--- src/rtl/bp_fe_pkg.sv ---
// rtl/bp_fe_pkg.sv - front-end shared types and constants
// Provides the BTB update record and the default update-queue depth.
package bp_fe_pkg;

    localparam int rv64_eaddr_width_gp  = 64;
    localparam int bp_fe_btb_upd_els_gp = 4;

    // One pending BTB write: branch site and its resolved target.
    typedef struct packed {
        logic [rv64_eaddr_width_gp-1:0] addr;
        logic [rv64_eaddr_width_gp-1:0] tgt;
    } bp_fe_btb_update_s;

endpackage

--- src/rtl/bsg_encode_one_hot.sv ---
// rtl/bsg_encode_one_hot.sv - one-hot vector to binary index encoder
// Ports:
//   i      : one-hot (or all-zero) input vector
//   addr_o : index of the set bit (0 when none set)
//   v_o    : any bit set
module bsg_encode_one_hot #(
    parameter  int width_p     = 4,
    localparam int lg_width_lp = (width_p > 1) ? $clog2(width_p) : 1
) (
    input  logic [width_p-1:0]     i,
    output logic [lg_width_lp-1:0] addr_o,
    output logic                   v_o
);

    // OR-ing indices is exact for one-hot input and needs no priority chain.
    always_comb begin
        addr_o = '0;
        for (int k = 0; k < width_p; k++) begin
            if (i[k]) begin
                addr_o = addr_o | lg_width_lp'(k);
            end
        end
    end

    assign v_o = |i;

endmodule

--- src/rtl/bp_fe_btb_update_queue.sv ---
// rtl/bp_fe_btb_update_queue.sv - coalescing buffer feeding the front-end BTB write port
// Holds resolved {site, target} updates and writes them into the BTB on cycles
// where fetch is not reading it, unless the queue is full or the head has
// waited starve_limit_p deferred cycles.
// Ports:
//   clk_i, reset_i           : clock, synchronous active-high reset
//   upd_v_i / upd_ready_o    : update handshake from the backend
//   upd_addr_i, upd_tgt_i    : update payload
//   fe_r_v_i                 : fetch is reading the BTB this cycle
//   btb_w_v_o                : BTB write strobe (combinational on fe_r_v_i)
//   btb_w_addr_o, btb_tgt_o  : head entry payload for the BTB write
module bp_fe_btb_update_queue
    import bp_fe_pkg::*;
#(
    parameter  int els_p          = bp_fe_btb_upd_els_gp,
    parameter  int starve_limit_p = 8,
    localparam int eaddr_width_lp = rv64_eaddr_width_gp
) (
    input  logic                      clk_i,
    input  logic                      reset_i,

    input  logic                      upd_v_i,
    output logic                      upd_ready_o,
    input  logic [eaddr_width_lp-1:0] upd_addr_i,
    input  logic [eaddr_width_lp-1:0] upd_tgt_i,

    input  logic                      fe_r_v_i,

    output logic                      btb_w_v_o,
    output logic [eaddr_width_lp-1:0] btb_w_addr_o,
    output logic [eaddr_width_lp-1:0] btb_tgt_o
);

    localparam int ptr_w_lp = $clog2(els_p);
    localparam int cnt_w_lp = $clog2(els_p + 1);
    localparam int stv_w_lp = $clog2(starve_limit_p + 1);

    bp_fe_btb_update_s   mem_q [els_p];
    bp_fe_btb_update_s   mem_d [els_p];
    logic [ptr_w_lp-1:0] head_q, head_d;
    logic [ptr_w_lp-1:0] tail_q, tail_d;
    logic [cnt_w_lp-1:0] count_q, count_d;
    logic [stv_w_lp-1:0] starve_q, starve_d;

    logic                empty, full, starve_hit;
    logic                drain, accept, coalesce, enq_new;
    logic [els_p-1:0]    slot_v;
    logic [els_p-1:0]    match_v;
    logic [ptr_w_lp-1:0] match_idx;
    logic                match_any;

    // Distance of slot i from the head; the slot is occupied when that
    // distance is below the occupancy count.
    function automatic logic [ptr_w_lp-1:0] slot_off(input int idx,
                                                     input logic [ptr_w_lp-1:0] head);
        return ptr_w_lp'(idx) - head;
    endfunction

    assign empty       = (count_q == '0);
    assign full        = (count_q == cnt_w_lp'(els_p));
    assign starve_hit  = (starve_q == stv_w_lp'(starve_limit_p));

    // Ready ignores the same-cycle drain so fe_r_v_i never reaches it.
    assign upd_ready_o = ~full & ~reset_i;
    assign accept      = upd_v_i & upd_ready_o;

    assign drain        = ~reset_i & ~empty & (~fe_r_v_i | full | starve_hit);
    assign btb_w_v_o    = drain;
    assign btb_w_addr_o = mem_q[head_q].addr;
    assign btb_tgt_o    = mem_q[head_q].tgt;

    always_comb begin
        slot_v  = '0;
        match_v = '0;
        for (int i = 0; i < els_p; i++) begin
            slot_v[i]  = (cnt_w_lp'(slot_off(i, head_q)) < count_q);
            match_v[i] = slot_v[i] & (mem_q[i].addr == upd_addr_i);
        end
    end

    bsg_encode_one_hot #(
        .width_p (els_p)
    ) match_enc (
        .i      (match_v),
        .addr_o (match_idx),
        .v_o    (match_any)
    );

    // A head that is leaving this cycle cannot absorb the update; allocate a
    // fresh entry so the newer target is written after the old one.
    assign coalesce = accept & match_any & ~(drain & (match_idx == head_q));
    assign enq_new  = accept & ~coalesce;

    always_comb begin
        mem_d = mem_q;
        if (coalesce) begin
            mem_d[match_idx].tgt = upd_tgt_i;
        end
        if (enq_new) begin
            mem_d[tail_q] = '{addr: upd_addr_i, tgt: upd_tgt_i};
        end

        head_d  = drain   ? head_q + ptr_w_lp'(1) : head_q;
        tail_d  = enq_new ? tail_q + ptr_w_lp'(1) : tail_q;
        count_d = count_q + cnt_w_lp'(enq_new) - cnt_w_lp'(drain);

        starve_d = starve_q;
        if (empty | drain) begin
            starve_d = '0;
        end else if (fe_r_v_i & ~starve_hit) begin
            starve_d = starve_q + stv_w_lp'(1);
        end
    end

    always_ff @(posedge clk_i) begin
        if (reset_i) begin
            head_q   <= '0;
            tail_q   <= '0;
            count_q  <= '0;
            starve_q <= '0;
        end else begin
            head_q   <= head_d;
            tail_q   <= tail_d;
            count_q  <= count_d;
            starve_q <= starve_d;
        end
    end

    // Payloads carry no reset; occupancy alone decides what is valid.
    always_ff @(posedge clk_i) begin
        mem_q <= mem_d;
    end

endmodule

--- config.mk ---
export PLATFORM = sky130hd
export DESIGN_NAME = bp_fe_btb_update_queue
export DESIGN_NICKNAME = d
export VERILOG_FILES = /design/src/rtl/bp_fe_pkg.sv /design/src/rtl/bsg_encode_one_hot.sv /design/src/rtl/bp_fe_btb_update_queue.sv
export SDC_FILE = /design/constraint.sdc
export NUM_CORES = 1
export LEC_CHECK = 0
export CORE_UTILIZATION = 50
export CTS_BUF_LIST = sky130_fd_sc_hd__clkbuf_8
export DETAILED_ROUTE_END_ITERATION = 7
export PLACE_DENSITY = 0.71
export SYNTH_ARGS = -nofsm -noshare
export SYNTH_HDL_FRONTEND = slang
export SYNTH_SLANG_ARGS = --single-unit
--- constraint.sdc ---
create_clock -name clk_i -period 14.4 [get_ports clk_i]
set_clock_uncertainty 0.1 [all_clocks]
set_input_delay 1.44 -clock clk_i [delete_from_list [all_inputs] [get_ports clk_i]]
set_output_delay 1.44 -clock clk_i [all_outputs]
set_load 0.01 [all_outputs]
==> results.yml, run 1 <==
timing:
  slew_viol_final: 0
  min_period_ns: 6.54
  setup-tns-final_ns: 0
  rsz0062_at_grt: "no"
  setup-violations-final: 0
  fmax_ghz: 0.153
  finalCritPeriodShare_pct: 45.4
  hold_viol_final: 0
  relSlewSlack_pct: 28.6
  fin_ws_ns: 7.86
  whs_ns: 0.358
  worst_slew_pin_slew_ns: 1.07
clock_network:
  clock_path_buffers: 3
  cts_sinks: 523
  cts_made_buffers: 91
  path_clk_slew_ns: 0.06
  cts.hold.buffers_added: 0
  htreeDepth: 3
  clk_latency_ns: 0.69
  cts_tree: "yes"
  ctsResizeCount: 0
  cts_setup_buffers: 0
  root_buffer: "clkbuf_8"
pwr:
  peakVddDrop_v: 0.0000871
  cellPowerDensity_nw_per_um2: 170
  p_leak_nw: 10.7
  fin_total_pwr_mw: 5.01
die:
  die_h_um: 225
  start_util_pct: 50.8
  core_area_um2: 49100
  num_rows: 81
  dieArea_um2: 50800
  io_pins: 262
  die_w_um: 225
place:
  place_area_um2: 27700
  pre_cts_slack_ns: 7.30
  io_buffer_count: 261
  gp_congestion: 0.938
  dp_hpwl_mm: 43.0
  post-place-cells: 2566
layout:
  finalNetCount: 2139
  final_cells: 2736
  drive_gt1_share_pct: 24.4
  fin_util_pct: 60.1
  area_growth_pct: 18.2
  final_area_um2: 29500
hold_path:
  min_path_type: "flip-flop to flip-flop"
  whs_path_depth: 1
synth:
  avgSynthCellArea_um2: 14.1
  synth_flop_cell: "dfxtp_1"
  synth.top_cell.area_share_pct: 30.8
  synth-edff-count: 256
  synth_common_cells: "dfxtp_1 (267), and2_1 (257), edfxtp_1 (256)"
  ys_ff_latch: 523
  ys_types: 52
  syn-num-nets: 1917
  syn_area_um2: 24900
  yosys_warnings: 0
  ys_async_sr_fraction_pct: 0
  synthCells: 1773
  yosysMostFrequentCell: "dfxtp_1"
  synth_top_area_cell: "edfxtp_1"
  synthTopCellsByArea: "edfxtp_1 (31%), dfxtp_1 (21%), mux4_2 (12%)"
  seq_area_frac_synth_pct: 52.3
worst_setup_path:
  critPathArrivalTime_ns: 6.72
  cp-start-kind: "primary input"
  path_depth: 10
  slowest_delay_ns: 0.90
  critPathRequiredTime_ns: 14.57
  endpoint_kind: "flip-flop"
  crit_path_cell_trace: "clkdlybuf4s50_1, xor2_1, nor4_1, nand4_1, nor4_2, nand3_2, a21o_1, a311o_1, a21boi_4, buf_4"
  path_class: "primary input to flip-flop"
  cp_num_buf_inv: 2
  crit_fanout: 94
  slowest_stage: "buf_4"
  reg2regPathDepth: 11
  path_delay_family: "simple AND/OR/NAND/NOR gates"
route:
  totalWireLength_mm: 63.1
  drtIter0Drc: 954
  first_pass_iters: 5
  wl_per_cell_um: 23.1
  vias: 15000
  postRouteAntennaNets: 0
  drc: 0
  vias_per_cell: 5.50
global_route:
  grtUsageTotal_pct: 25.2
  grt_pass1_vias: 15200
  overflow: 0
  antenna_found_initial: 2
  grt_pass1_wl_mm: 94.4
  grt_max_degree: 100
job:
  drv_cap: 0
status:
  status: "complete, no violations"
## worst register-to-register path: stages (launching register included)
cell and delay (ns):
dfxtp_4 0.91, xnor2_1 0.21, ha_1 0.31, a21oi_1 0.15, o21ai_0 0.18, nor4_1 0.47, nand4_1 0.31, a21oi_1 0.34
o21ai_0 0.16, buf_4 0.21, a21boi_4 0.79, buf_4 0.93
## cells by family (layout without fill, tap and decap cells)
family          Yosys count  after routing  share of synthesized area [%]
simple gates            392            392                           9.66
mux                     384            384                           23.4
compound gates           38             38                           1.18
buf+inv                 161            458                           3.58
other cells               0              2                              0
xor+xnor                263            263                           9.24
fa+ha+maj                12             12                          0.632
flops                   523            523                           52.3
## power by group
| group | switching [mW] | internal (mW) |
|---|---|---|
| registers | 0.184 | 1.90 |
| logic | 0.652 | 0.996 |
| clock network | 0.613 | 0.669 |
| total | 1.45 | 3.56 |
## cells in the final DEF (no fill, tap or decap), types with 14 or more instances in the layout
master           count
clkdlybuf4s50_1    261
xnor2_1             93
mux2_4              20
nor2_1              14
clkbuf_8           105
dfxtp_1            265
mux4_2             128
mux2_1              34
buf_4               15
mux2_2             202
and2_1             257
nand2_1             14
edfxtp_1           256
nor4_1              49
inv_1               45
xor2_1             170
clkinv_1            14
nand4_1             35
## registers in the layout, summed over array words and instances, names as in the netlist
name	flops
mem_q	512
tail_q	2
count_q	3
head_q	2
starve_q	4
## final cells by class
type                       count  area, um2
clock inverter                63        295
clock buffer                 105       1450
timing repair buffer         277       2750
inverter                      13       48.8
sequential                   523      13000
multi-input combinational   1089      11100
antenna                        2       5.00
fill                        3899      19600
tap                          664        831
## path summary, 6_finish.rpt
| check | start | end | slack [ns] |
|---|---|---|---|
| setup reg to reg | head_q[0] | mem_q[99] | 8.88 |
| setup / recovery | upd_addr_i[15] | mem_q[99] | 7.86 |
| hold reg to reg | mem_q[25] | mem_q[25] | 0.36 |
| hold / removal | mem_q[25] | mem_q[25] | 0.36 |
## per-layer routing
layer / global-route usage (%) / share of wire (%) / vias to the layer above
li1: - / - / 6892
met1: 32.5 / 41 / 7521
met2: 41.5 / 49 / 512
met3: 5.59 / 6.4 / 112
met4: 9.00 / 3.1 / 0
met5: 0 / 0 / -
Power figures use the tool's default switching activity.
==> inputs of run 2 (changes only) <==
--- a/config.mk
+++ b/config.mk
@@ -8,7 +8,7 @@
 export CORE_UTILIZATION = 50
 export CTS_BUF_LIST = sky130_fd_sc_hd__clkbuf_8
 export DETAILED_ROUTE_END_ITERATION = 7
-export PLACE_DENSITY = 0.71
+export PLACE_DENSITY = 0.74
 export SYNTH_ARGS = -nofsm -noshare
 export SYNTH_HDL_FRONTEND = slang
 export SYNTH_SLANG_ARGS = --single-unit
==> constraint.sdc (replaced) <==
create_clock -name clk_i -period 5.75 [get_ports clk_i]
set_clock_uncertainty 0.1 [all_clocks]
set_input_delay 0.575 -clock clk_i [delete_from_list [all_inputs] [get_ports clk_i]]
set_output_delay 0.575 -clock clk_i [all_outputs]
set_load 0.01 [all_outputs]
==> run 2 against run 1 <==
Compared with the run above:
- total power increased to 2.5 times the previous value
- final area increased by 0.43%
- count of clock-buffer cells in the layout unchanged
- via count decreased by 0.21%
- core utilization increased by 0.26 points
- clock power increased to 2.5 times the previous value
- wire length decreased by 0.74%
- first-iteration DRC count increased by 27%
- combinational power increased to 2.5 times the previous value
- flip-flop and latch count unchanged
- highest routed layer is now met5
==> results.yml, run 2 (synthesis gave the netlist of run 1 again) <==
status:
  status: "complete, no violations"
global_route:
  antenna_found_initial: 4
  use_met2_pct: 40.2
  use_met3_pct: 5.36
  overflow: 0
  grtUsageTotal_pct: 24.9
  use_met1_pct: 32.3
  grt_most_used_layer: "met2"
  grt_max_degree: 87
  grt_pass1_vias: 15400
  grt_pass1_wl_mm: 93.8
die:
  die_h_um: 225
  die_w_um: 225
  core_area_um2: 49100
  num_rows: 81
  io_pins: 262
  dieArea_um2: 50800
  start_util_pct: 50.8
layout:
  area_growth_pct: 18.7
  finalNetCount: 2143
  final_common_cell: "dfxtp_1"
  fin_util_pct: 60.3
  largest_reg_flops: 512
  top_regs: "mem_q (512), starve_q (4), count_q (3)"
  final_cell_mix: "dfxtp_1 (265), clkdlybuf4s50_1 (261), and2_1 (257)"
  top_register: "mem_q"
  drive_gt1_share_pct: 24.6
hold_path:
  min_path_type: "flip-flop to flip-flop"
  min_from: "mem_q[28]"
  whs_path_depth: 1
clock_network:
  cts_tree: "yes"
  cts_setup_buffers: 0
  cts_sinks: 523
  path_clk_slew_ns: 0.06
  clock_path_buffers: 3
  ctsResizeCount: 0
  cts_made_buffers: 89
  cts.hold.buffers_added: 0
  htreeDepth: 3
  root_buffer: "clkbuf_8"
  clk_latency_ns: 0.68
timing:
  rsz0062_at_grt: "no"
  relSlewSlack_pct: 25.9
  setup-tns-final_ns: 0
  min_period_ns: 5.03
  setup-violations-final: 0
  finalCritPeriodShare_pct: 87.5
  hold_viol_final: 0
  fmax_ghz: 0.199
  worst_slew_pin_slew_ns: 1.10
  fin_ws_ns: 0.719
  slew_viol_final: 0
pwr:
  peakVddDrop_v: 0.000238
  cellPowerDensity_nw_per_um2: 426
  p_leak_nw: 10.7
route:
  postRouteAntennaNets: 0
  vias: 15000
  drc: 0
  drtIter0Drc: 1209
  vias_per_cell: 5.50
  first_pass_iters: 5
  wl_per_cell_um: 23.0
  totalWireLength_mm: 62.7
worst_setup_path:
  endpoint_kind: "flip-flop"
  path_class: "primary input to flip-flop"
  regToRegStartpoint: "mem_q[335]"
  reg2regPathDepth: 15
  critPathRequiredTime_ns: 6.20
  cp-start-kind: "primary input"
  critPathArrivalTime_ns: 5.48
  critPathLaunch: "upd_addr_i[15]"
  crit_fanout: 8
place:
  pre_cts_slack_ns: 0.138
  io_buffer_count: 261
  gp_congestion: 0.978
  dp_hpwl_mm: 43.1
job:
  drv_cap: 0
run 2: worst max-delay path, cell delays in order:
cell and delay, ns:
clkdlybuf4s50_1 0.58, xor2_1 0.26, nor4_1 0.94, nand4_1 0.35
nor4_2 0.41, nand3_2 0.21, nand4_1 0.25, a311o_1 0.57
nand2_1 0.20, xnor2_1 0.18, ha_1 0.16, inv_1 0.05
fa_1 0.39, xor2_1 0.17, xnor2_1 0.13, nor2_1 0.05
run 2: metal layers:
metal	routed length (um)	share of wire [%]
met5	46	0.073
met4	2340	3.7
met3	4490	7.2
met2	30200	48
met1	25600	41
run 2: report_power, final:
group	switching, mW	leakage, nW	internal [mW]	total, mW
Combinational	1.64	5.21	2.51	4.15
Clock	1.51	1.02	1.75	3.26
Sequential	0.438	4.52	4.75	5.19
Total	3.59	10.7	9.01	12.6
run 2: area by class of cell:
| cell class | instances | area, um2 |
|---|---|---|
| inverters | 13 | 48.8 |
| well taps | 664 | 831 |
| repair buffers | 283 | 2890 |
| diodes | 1 | 2.50 |
| flip-flops and latches | 523 | 13000 |
| clock buffers | 105 | 1450 |
| clock inverters | 52 | 280 |
| fillers | 3906 | 19500 |
| multi-input cells | 1089 | 11100 |
run 2: final timing paths:
path / to / slack [ns]
hold reg to reg: mem_q[28] / 0.36
setup / recovery: count_q[2] / 0.72
setup reg to reg: count_q[2] / 0.92
hold / removal: mem_q[28] / 0.36
run 2: metrics by stage:
step	cells	instance area, um2	power, mW	hold slack (ns)
2_1_floorplan	1773	24900	7.67	0.329
3_3_place_gp	2572	27900	9.33	0.335
3_5_place_dp	2572	27900	9.45	0.346
4_1_cts	2729	29600	12.7	0.359
5_1_grt	2729	29600	13.2	0.377
6_report	2730	29600	12.6	0.357
